<file path="config.mk">
export PLATFORM = sky130hd
export DESIGN_NAME = uart_rx_gen
export DESIGN_NICKNAME = d
export VERILOG_FILES = /design/src/rtl/uart_rx_gen.sv
export SDC_FILE = /design/constraint.sdc
export NUM_CORES = 1
export LEC_CHECK = 0
export ABC_AREA = 0
export CAP_MARGIN = 10
export CORE_MARGIN = 3
export CORE_UTILIZATION = 40
export DETAILED_ROUTE_END_ITERATION = 16
export GPL_TIMING_DRIVEN = 0
export PLACE_DENSITY = 0.64
export REMOVE_ABC_BUFFERS = 1
export SYNTH_ARGS = -nofsm -noshare
export SYNTH_HDL_FRONTEND = slang
export SYNTH_SLANG_ARGS = --single-unit
export TNS_END_PERCENT = 1
</file>
<file path="constraint.sdc">
create_clock -name clk -period 4.8 [get_ports clk]
set_input_delay 1.44 -clock clk [delete_from_list [all_inputs] [get_ports clk]]
set_output_delay 1.44 -clock clk [all_outputs]
set_load 0.03 [all_outputs]
</file>
<file path="src/rtl/uart_rx_gen.sv">
// uart_rx_gen: oversampling UART receiver, DATA_WIDTH data bits, optional parity, runtime Prescale (min 8).
// Latency: strobe 2 + F*P + P/2 + 2 clocks after the first clk edge that samples RX_IN low (F = 1 + DATA_WIDTH + PAR_EN).
// Backpressure: none; data_valid/par_err/frm_err are one-cycle strobes. Build macro UART_RX_MAJORITY_EN selects 2-of-3 bit sampling.
module uart_rx_gen #(
  parameter int DATA_WIDTH = 8,
  parameter int PRESCALE_W = 6
) (
  input  logic                  clk,
  input  logic                  rst,
  input  logic                  RX_IN,
  input  logic [PRESCALE_W-1:0] Prescale,
  input  logic                  PAR_EN,
  input  logic                  PAR_TYP,
  output logic                  data_valid,
  output logic [DATA_WIDTH-1:0] P_DATA,
  output logic                  par_err,
  output logic                  frm_err
);

  typedef enum logic [2:0] {
    S_IDLE,
    S_START,
    S_DATA,
    S_PARITY,
    S_STOP
  } state_t;

  // bit counter only has to reach DATA_WIDTH-1
  localparam int BW = (DATA_WIDTH > 1) ? $clog2(DATA_WIDTH) : 1;

  localparam logic [PRESCALE_W-1:0] P_ONE    = PRESCALE_W'(1);
  localparam logic [PRESCALE_W-1:0] P_MIN    = PRESCALE_W'(8);
  localparam logic [BW-1:0]         BIT_ONE  = BW'(1);
  localparam logic [BW-1:0]         BIT_LAST = BW'(DATA_WIDTH - 1);

  // synchroniser
  logic r_sync1;
  logic r_sync2;
  logic w_rx_s;

  // frame control
  state_t                  r_state;
  logic [PRESCALE_W-1:0]   r_edge_cnt;
  logic [BW-1:0]           r_bit_cnt;
  logic [PRESCALE_W-1:0]   r_prescale;
  logic                    r_par_en;
  logic                    r_par_typ;
  logic                    r_par_bad;
  logic [DATA_WIDTH-1:0]   r_shift;

  // bit sampling
  logic                    r_samp_c;
`ifdef UART_RX_MAJORITY_EN
  logic                    r_samp_cm1;
  logic [PRESCALE_W-1:0]   w_cm1_idx;
`endif

  // derived timing points within a bit
  logic [PRESCALE_W-1:0]   w_p_eff;
  logic [PRESCALE_W-1:0]   w_center;
  logic [PRESCALE_W-1:0]   w_dec_idx;
  logic [PRESCALE_W-1:0]   w_last_idx;
  logic [PRESCALE_W-1:0]   w_cnt_next;
  logic                    w_dec;
  logic                    w_last;
  logic                    w_bit;
  logic                    w_par_calc;

  assign w_rx_s = r_sync2;

  // Prescale values below 8 leave too little room around the centre sample, so clamp them
  assign w_p_eff    = (Prescale < P_MIN) ? P_MIN : Prescale;

  assign w_center   = r_prescale >> 1;
  assign w_dec_idx  = w_center + P_ONE;
  assign w_last_idx = r_prescale - P_ONE;
  assign w_cnt_next = r_edge_cnt + P_ONE;
  assign w_dec      = (r_edge_cnt == w_dec_idx);
  assign w_last     = (r_edge_cnt == w_last_idx);

  // expected parity bit for the word now in the shift register
  assign w_par_calc = (^r_shift) ^ r_par_typ;

`ifdef UART_RX_MAJORITY_EN
  assign w_cm1_idx = w_center - P_ONE;
  // 2-of-3 vote: samples from c-1 and c are registered, the c+1 sample is the live line
  assign w_bit = (r_samp_cm1 & r_samp_c) | (r_samp_cm1 & w_rx_s) | (r_samp_c & w_rx_s);
`else
  // single centre sample, used one clock later at the decision edge
  assign w_bit = r_samp_c;
`endif

  // two-flop synchroniser on the pad input; resets to the idle (high) line level
  always_ff @(posedge clk or posedge rst) begin
    if (rst) begin
      r_sync1 <= 1'b1;
      r_sync2 <= 1'b1;
    end else begin
      r_sync1 <= RX_IN;
      r_sync2 <= r_sync1;
    end
  end

  // capture the line at the sample points leading up to the decision edge
  always_ff @(posedge clk or posedge rst) begin
    if (rst) begin
      r_samp_c   <= 1'b1;
`ifdef UART_RX_MAJORITY_EN
      r_samp_cm1 <= 1'b1;
`endif
    end else if (r_state != S_IDLE) begin
      if (r_edge_cnt == w_center) begin
        r_samp_c <= w_rx_s;
      end
`ifdef UART_RX_MAJORITY_EN
      if (r_edge_cnt == w_cm1_idx) begin
        r_samp_cm1 <= w_rx_s;
      end
`endif
    end
  end

  // frame FSM with counters, shift register and registered result strobes
  always_ff @(posedge clk or posedge rst) begin
    if (rst) begin
      r_state    <= S_IDLE;
      r_edge_cnt <= '0;
      r_bit_cnt  <= '0;
      r_prescale <= P_MIN;
      r_par_en   <= 1'b0;
      r_par_typ  <= 1'b0;
      r_par_bad  <= 1'b0;
      r_shift    <= '0;
      data_valid <= 1'b0;
      par_err    <= 1'b0;
      frm_err    <= 1'b0;
      P_DATA     <= '0;
    end else begin
      // strobes default low so each one lasts exactly one cycle
      data_valid <= 1'b0;
      par_err    <= 1'b0;
      frm_err    <= 1'b0;

      case (r_state)
        S_IDLE: begin
          if (!w_rx_s) begin
            // frame settings are frozen here so mid-frame changes only affect the next frame
            r_state    <= S_START;
            r_edge_cnt <= '0;
            r_bit_cnt  <= '0;
            r_prescale <= w_p_eff;
            r_par_en   <= PAR_EN;
            r_par_typ  <= PAR_TYP;
            r_par_bad  <= 1'b0;
          end
        end

        S_START: begin
          if (w_dec && w_bit) begin
            // line back high at the start-bit centre: treat as a glitch
            r_state    <= S_IDLE;
            r_edge_cnt <= '0;
          end else if (w_last) begin
            r_state    <= S_DATA;
            r_edge_cnt <= '0;
            r_bit_cnt  <= '0;
          end else begin
            r_edge_cnt <= w_cnt_next;
          end
        end

        S_DATA: begin
          // LSB arrives first, so shift in from the top
          if (w_dec) begin
            r_shift <= {w_bit, r_shift[DATA_WIDTH-1:1]};
          end
          if (w_last) begin
            r_edge_cnt <= '0;
            if (r_bit_cnt == BIT_LAST) begin
              r_bit_cnt <= '0;
              r_state   <= r_par_en ? S_PARITY : S_STOP;
            end else begin
              r_bit_cnt <= r_bit_cnt + BIT_ONE;
            end
          end else begin
            r_edge_cnt <= w_cnt_next;
          end
        end

        S_PARITY: begin
          if (w_dec) begin
            r_par_bad <= (w_bit != w_par_calc);
          end
          if (w_last) begin
            r_state    <= S_STOP;
            r_edge_cnt <= '0;
          end else begin
            r_edge_cnt <= w_cnt_next;
          end
        end

        S_STOP: begin
          if (w_dec) begin
            // leave mid-stop-bit so a back-to-back start bit is caught at once
            r_state    <= S_IDLE;
            r_edge_cnt <= '0;
            if (!w_bit) begin
              frm_err <= 1'b1;
            end else if (r_par_bad) begin
              par_err <= 1'b1;
            end else begin
              data_valid <= 1'b1;
              P_DATA     <= r_shift;
            end
          end else begin
            r_edge_cnt <= w_cnt_next;
          end
        end

        default: begin
          r_state    <= S_IDLE;
          r_edge_cnt <= '0;
        end
      endcase
    end
  end

endmodule

</file>
; Yosys cells after proc, flatten, opt, wreduce, memory -nomap -nowiden
; Index checks and enable logic that the tools add are counted.
[word_totals]
latch_bits = 0
ramBits = 0
ff_bits = 43
rom_bits = 0
inputBits = 11
output_inout_bits = 11
memories = 0
[op_classes]
add_sub_neg = 4
n_mux = 35
n_eq_ne = 18
n_reduce_logical = 14
div_mod_pow = 0
bitwise = 3
n_lt_le_gt_ge = 1
n_mul = 0
shifts = 0
[ops]
columns = operator, n
row1 = $mux 3, 13
row2 = $mux 6, 5
row3 = $pmux 6 s4, 1
row4 = $ne 2x2->1 const B, 8
row5 = $pmux 3 s5, 1
row6 = $mux 1, 13
row7 = $eq 6x6->1, 2
row8 = $pmux 3 s3, 1
row9 = $reduce_xor 8->1, 1
row10 = $add 5x1->6 const B, 1
row11 = $add 6x1->6 const B, 1
row12 = $eq 3x2->1 const B, 2
row13 = $eq 3x3->1 const B, 2
row14 = $eq 6x5->1, 1
row15 = $lt 6x4->1 const B, 1
row16 = $reduce_and 2->1, 3
row17 = $reduce_and 6->1, 1
row18 = $reduce_bool 3->1, 2
row19 = $sub 6x1->6 const B, 1
row20 = $reduce_and 5->1, 1
row21 = $reduce_and 4->1, 1
row22 = $add 3x1->3 const B, 1
row23 = $eq 3x1->1 const B, 1
row24 = $logic_not 3->1, 1
row25 = other kinds (9), 10

; Logic depth before layout (Yosys ltp)
; Gate-level depths: netlist of run 1.
[depth]
depth_word = 5
depth_mapped = 8

; Worst setup path after synthesis of run 1
; OpenSTA, ideal clock, no wires.
[synth_timing]
path_type = register to register
startpoint = reg r_prescale[3]
endpoint = reg r_shift[0]
path_slack_ns = 2.473
period_less_slack_ns = 2.327
stages_incl_launch_ff = 8
t_arrival_ns = 2.202
setup_time_ns = 0.125
required_ns = 4.675
cell_sequence = dfstp_2 buf_2 nand2_1 o21a_1 nor4_1 nand2_1 nor4_4 mux2_2
[synth_between]
elab_chain_len = 3
[synth_lines]
columns = element, line_no
row1 = start: declaration, 45  ; logic [PRESCALE_W-1:0] r_prescale;
row2 = start signal: assignment, 151  ; r_prescale <= w_p_eff;
row3 = $add 5x1->6, 75  ; assign w_dec_idx = w_center + P_ONE;
row4 = $eq 6x6->1, 78  ; assign w_dec = (r_edge_cnt == w_dec_idx);
row5 = $reduce_and 2->1 (no line), -
row6 = end signal: assignment, 175  ; r_shift <= {w_bit, r_shift[DATA_WIDTH-1:1]};
row7 = end: declaration, 49  ; logic [DATA_WIDTH-1:0] r_shift;
; No other way between the ends.
; A chain may end at the register's enable or synchronous reset.

; Worst setup path in the final report of run 1
[layout_timing]
startpoint = reg r_prescale[2]
endpoint = reg P_DATA[7]
[layout_between]
elab_chain_len = 3
[layout_lines]
columns = element, line_no
row1 = $add 5x1->6, 75
row2 = $eq 6x6->1, 78
row3 = $reduce_and 4->1 (no line), -
row4 = end signal: assignment, 213  ; P_DATA <= r_shift;
row5 = end: declaration, 15  ; output logic [DATA_WIDTH-1:0] P_DATA,
; No other way between the ends.

==> impl_metrics.py, run 1 <==
metrics = {
    "clock_tree": {
        "hold_buffers": 0,
        "cts_resized": 0,
        "clock-root-buffer": "clkbuf_8",
        "cts_setup_buffers": 0,
        "clockBufferDepth": 2,
        "cts_made_buffers": 5,
        "clkSinkCount": 43,
        "h-tree-depth": 2,
        "worstSkewPairLatency_ns": 0.30,
        "cts_tree": "built",
        "path_clk_slew_ns": 0.09,
    },
    "floorplan": {
        "io_pins": 22,
        "num_rows": 27,
        "die_width_um": 82.5,
        "core_area_mm2": 0.00557,
        "die-area_mm2": 0.00681,
        "start_util_pct": 42.0,
        "fp.dieH_um": 82.5,
    },
    "synth": {
        "ys_seq_area_share_pct": 46.1,
        "synth_top_area_share_pct": 41.6,
        "ys_ff_latch": 43,
        "netlist_instances": 222,
        "synth_area_leader_cell": "dfrtp_1",
        "netlist_area_mm2": 0.00234,
        "synth.area.top_cells": "dfrtp_1 42%, mux2_2 9.1%, xnor2_1 6.0%, dfstp_2 4.5%, nand2_1 3.4%",
        "yosys_warnings": 0,
        "syn_area_per_cell_um2": 10.6,
        "synthArstFlopShare_pct": 100,
        "synth_edf_count": 0,
        "synth_cell_type_count": 43,
        "synth-main-ff-cell": "dfrtp_1",
    },
    "route": {
        "vias_per_cell": 5.29,
        "drc_errors": 0,
        "wire_per_inst_um": 14.0,
        "wl_um": 4410,
        "first_pass_iters": 4,
        "num_vias": 1667,
        "final_antenna_net_count": 0,
        "drtIter0Drc": 82,
    },
    "global_route": {
        "grt_use_total_pct": 14.5,
        "grt_pass1_vias": 1598,
        "grt_max_degree": 38,
        "grt_overflow": 0,
        "use_met2_pct": 22.4,
        "busiest_layer": "met2",
        "antenna_found_initial": 0,
        "grt_use_met3_pct": 3.58,
        "use_met1_pct": 20.2,
        "grt_first_pass_wirelength_um": 7570,
    },
    "finish": {
        "num_antenna_cells": 0,
        "layout.nets": 259,
        "fillerInstances": 533,
        "final_common_cell": "dfrtp_1",
        "drive_gt1_share_pct": 17.7,
        "final_cells": 315,
        "final_cell_mix": "39 x dfrtp_1, 21 x nand2_1, 21 x clkdlybuf4s50_1",
        "synthToLayoutAreaGrowth_pct": 16.3,
    },
    "run": {
        "cap_violations": 0,
    },
    "worst_setup_path": {
        "cp_max_fo": 8,
        "regToRegSetupSlack_ns": 2.02,
        "critPathLaunchType": "flop",
        "timing.rr.end": "P_DATA[7]",
        "rr_worst_depth": 8,
        "worst-setup-path-type": "flop to flop",
        "arrival_ns": 2.97,
        "rr_startpoint": "r_prescale[2]",
        "cp-end-kind": "flop",
        "worstPathRequired_ns": 4.99,
    },
    "placement": {
        "hpwl_um": 3140,
        "pre_cts_slack_ns": 2.03,
        "gp_congestion": 0.822,
        "place_inst": 307,
        "port_buffers": 21,
    },
    "sta": {
        "hold_viol": 0,
        "min_period_ns": 2.78,
        "slew_violations": 0,
        "grt_setup_unrepaired": "no",
        "fin_crit_sh_pct": 57.9,
        "finalSetupTns_ns": 0,
        "fmax_ghz": 0.360,
        "timing.final.ws_setup_ns": 2.02,
        "skew_ns": 0.00795,
        "setup_violations": 0,
        "slew-limit-headroom_pct": 40.3,
        "worstMarginPinSlew_ns": 0.889,
    },
    "pwr": {
        "peakVddDrop_uv": 253,
        "p_per_area_mw_per_mm2": 493,
        "total_power_uw": 1340,
        "power_leakage_uw": 0.00114,
    },
    "hold_path": {
        "min_to": "r_sync2",
        "min_from": "r_sync1",
        "hold_class": "flop to flop",
        "hold_depth": 0,
    },
    "run_status": {
        "outcome": "finished clean",
    },
}
## Yosys cell counts (all sizes together) (2+ instances only)
library cell	n
a211oi	2
nand3	10
ha	6
a311oi	2
nand2b	2
xor2	8
nor4	5
buf	4
and2	2
dfstp	4
mux2	19
or4	2
a22o	2
nor2	13
nor3	9
o211ai	3
nand2	21
dfrtp	39
a21oi	4
a41o	2
a21o	2
nor4b	3
o221ai	2
o21ai	13
clkbuf	6
xnor2	16
inv	9
## per-stage QoR
step / hold slack [ns] / utilization, % / cell area, µm²
floorplan: 0.345 / - / 2300
global placement: 0.346 / 46.6 / 2600
detailed placement: 0.355 / 47.3 / 2630
CTS: 0.375 / 48.9 / 2730
global route: 0.375 / 48.9 / 2730
finish: 0.367 / 48.9 / 2730
## where the power goes
group          switching [µW]  leakage (µW)  internal [µW]  total, µW
registers                 148      0.000556            443        592
clock network             131     0.0000408            104        235
logic                     277      0.000546            241        518
## worst max path at each step
| stage | start | end | slack (ns) | depth (start not counted) |
|---|---|---|---|---|
| 6_report | r_prescale[2] | P_DATA[7] | 2.02 | 8 |
| 5_1_grt | r_prescale[2] | P_DATA[4] | 1.82 | 8 |
| 4_1_cts | r_prescale[2] | P_DATA[3] | 1.99 | 8 |
| 3_5_place_dp | r_prescale[2] | P_DATA[3] | 2.03 | 8 |
| 3_3_place_gp | rst | r_bit_cnt[1] | 1.43 | 2 |
| 2_1_floorplan | rst | P_DATA[0] | 2.36 | 1 |
## routing by layer
| layer | vias to the layer above | wire (µm) |
|---|---|---|
| li1 | 832 | - |
| met1 | 805 | 2210 |
| met2 | 24 | 2010 |
| met3 | 6 | 141 |
| met4 | 0 | 51 |
| met5 | - | 0 |
## layout make-up
cell class,count,area (µm²),share of cell area (%)
Sequential cell,43,1080,39.7
Inverter,9,33.8,1.24
Clock buffer,5,68.8,2.52
Clock inverter,3,23.8,0.872
Multi-Input combinational cell,160,1190,43.7
Timing Repair Buffer,23,238,8.72
Tap cell,72,90.1,3.30
## worst max-delay path: stages (launching register included)
cell and delay [ns]:
dfrtp_1 0.49, inv_1 0.13, ha_1 0.30, xnor2_1 0.21, nand3_1 0.16, nor4_4 0.20
nand2_1 0.18, nor3_2 0.60, mux2_2 0.41
## state kept, by name, summed over array words and instances, names as in the netlist, 3 cells and up
name and count:
r_shift 8, P_DATA 8, r_edge_cnt 6, r_bit_cnt 3, r_state 3, r_prescale 6
## cells by family (layout without fill, tap and decap cells)
kind of cell    after synthesis  count (layout)  synth area share, %
simple gates                 72              72                 17.0
fa+ha+maj                     6               6                 3.20
flops                        43              43                 46.1
mux                          20              20                 9.56
compound gates               38              38                 11.8
buf+inv                      19              40                 3.31
xor+xnor                     24              24                 8.97
Note: power is estimated with default switching activity, not from simulation.
==> run 2, diff against run 1 <==
clock period = 2.83 ns   (was 4.8 ns; I/O delays follow)
==> run 2 against run 1 <==
Against the previous run: power increased by 71%; clock skew about the same; utilization increased by 0.25 points; clock-buffer cell count unchanged; design area increased by 0.51%; non-clock buffer count unchanged; critical path depth unchanged; hold slack improved by 0.00052 ns; critical path type unchanged; clock power increased by 69%; largest power group unchanged; via count increased by 1.4%; highest routed layer unchanged; sequential power increased by 71%; first-iteration DRC count increased by 26%.
==> impl_metrics.py, run 2 (synthesis results as in run 1) <==
metrics = {
    "finish": {
        "layout.nets": 259,
        "final_cell_mix": "38 x dfrtp_1, 21 x nand2_1, 21 x clkdlybuf4s50_1",
        "final_cells": 315,
        "fillerInstances": 531,
        "fin_util_pct": 49.2,
        "final_common_cell": "dfrtp_1",
        "finalInstanceArea_mm2": 0.00274,
        "drive_gt1_share_pct": 18.5,
        "reg.largest.list": "P_DATA (8), r_shift (8)",
        "synthToLayoutAreaGrowth_pct": 16.9,
        "num_antenna_cells": 0,
    },
    "pwr": {
        "clkPwrFrac_pct": 17.3,
        "total_power_uw": 2290,
        "pwr-share-comb_pct": 38.7,
        "peakVddDrop_uv": 441,
        "p_per_area_mw_per_mm2": 837,
        "p_sw_share_pct": 41.5,
        "p_int_uw": 1340,
        "switchingPower_uw": 952,
        "power_leakage_uw": 0.00115,
        "seqPwrFrac_pct": 44.0,
    },
    "floorplan": {
        "fp.dieH_um": 82.5,
        "die-area_mm2": 0.00681,
        "io_pins": 22,
        "num_rows": 27,
        "core_area_mm2": 0.00557,
        "die_width_um": 82.5,
        "start_util_pct": 42.0,
    },
    "run": {
        "cap_violations": 0,
    },
    "worst_setup_path": {
        "cp-end-kind": "flop",
        "cp_max_fo": 8,
        "max_stage_delay_ns": 0.48,
        "rr_startpoint": "r_prescale[1]",
        "timing.critical_path.buf_inv": 1,
        "cp_common_cell": "nand2_1",
        "arrival_ns": 2.78,
        "worstPathRequired_ns": 3.01,
        "critPathLaunchType": "flop",
        "worst-setup-path-type": "flop to flop",
        "crit_chain": "inv_1 -> ha_1 -> xnor2_1 -> nand2_1 -> nor4_1 -> nand2_1 -> nor4_4 -> mux2_2",
        "cpMaxStageDelayCell": "nor4_4",
        "startpoint": "r_prescale[1]",
        "crit_family": "simple AND/OR/NAND/NOR gates",
    },
    "sta": {
        "hold_viol": 0,
        "worstMarginPinSlew_ns": 0.589,
        "slew-limit-headroom_pct": 60.5,
        "fmax_ghz": 0.386,
        "slew_violations": 0,
        "finalSetupTns_ns": 0,
        "grt_setup_unrepaired": "no",
        "skew_ns": 0.00830,
        "setup_violations": 0,
        "min_period_ns": 2.59,
        "fin_crit_sh_pct": 91.6,
    },
    "global_route": {
        "grt_overflow": 0,
        "grt_first_pass_wirelength_um": 7570,
        "grt_max_degree": 38,
        "antenna_found_initial": 0,
        "grt_use_total_pct": 14.5,
        "grt_pass1_vias": 1598,
    },
    "route": {
        "drtIter0Drc": 103,
        "num_vias": 1691,
        "vias_per_cell": 5.37,
        "drc_errors": 0,
        "first_pass_iters": 4,
        "final_antenna_net_count": 0,
        "wl_um": 4450,
        "wire_per_inst_um": 14.1,
    },
    "placement": {
        "placed_cell_area_mm2": 0.00263,
        "gp_congestion": 0.822,
        "place_inst": 307,
        "hpwl_um": 3140,
        "port_buffers": 21,
    },
    "hold_path": {
        "hold_class": "flop to flop",
        "min_from": "r_sync1",
    },
    "clock_tree": {
        "clkSinkCount": 43,
        "clock-root-buffer": "clkbuf_8",
        "h-tree-depth": 2,
        "cts_made_buffers": 5,
        "clockBufferDepth": 2,
        "worstSkewPairLatency_ns": 0.30,
        "path_clk_slew_ns": 0.09,
        "cts_setup_buffers": 0,
        "cts_tree": "built",
    },
    "run_status": {
        "outcome": "finished clean",
    },
}
-- run 2: final timing paths --
check | slack, ns | depth (start not counted) | end
max in group asynchronous | 1.58 | 3 | r_samp_c
worst max-delay path | 0.24 | 8 | r_shift[0]
min in group asynchronous | 0.75 | 2 | r_prescale[5]
worst min-delay path | 0.37 | 0 | r_sync2
worst max register to register | 0.24 | 8 | r_shift[0]
worst min register to register | 0.37 | 0 | r_sync2
-- run 2: power groups by stage --
| stage | logic, µW | registers, µW | clock network [µW] |
|---|---|---|---|
| 5_1_grt | 1010 | 1040 | 442 |
| 2_1_floorplan | 747 | 939 | 0 |
| 3_5_place_dp | 880 | 1010 | 0 |
| 4_1_cts | 889 | 1000 | 414 |
| 3_3_place_gp | 858 | 1000 | 0 |
| 6_report | 887 | 1010 | 397 |
-- run 2: layer usage --
layer / share of wire, % / global-route usage [%] / up-vias
met3: 3.0 / 3.58 / 8
met5: 0 / 0 / -
met2: 46 / 22.4 / 31
met4: 1.2 / 3.92 / 0
met1: 50 / 20.2 / 816
li1: - / - / 836
-- run 2: final cells by class --
class | count | area [µm²] | share of cell area, %
Inverter | 9 | 33.8 | 1.23
Clock buffer | 5 | 68.8 | 2.51
Sequential cell | 43 | 1080 | 39.5
Tap cell | 72 | 90.1 | 3.29
Timing Repair Buffer | 23 | 238 | 8.68
Multi-Input combinational cell | 160 | 1200 | 43.9
Clock inverter | 3 | 23.8 | 0.868
-- run 2: metrics by stage --
step	hold WS, ns	setup slack, ns
final	0.368	0.237
after global routing	0.375	0.0101
after CTS	0.375	0.0246
after detailed placement	0.355	0.0580
after global placement	0.346	0.0485
after floorplan	0.345	0.514
-- run 2: what timing repair did --
item,CTS,global route
hold buffers,0,0
setup endpoints to repair,0,19
gates resized for setup,0,3
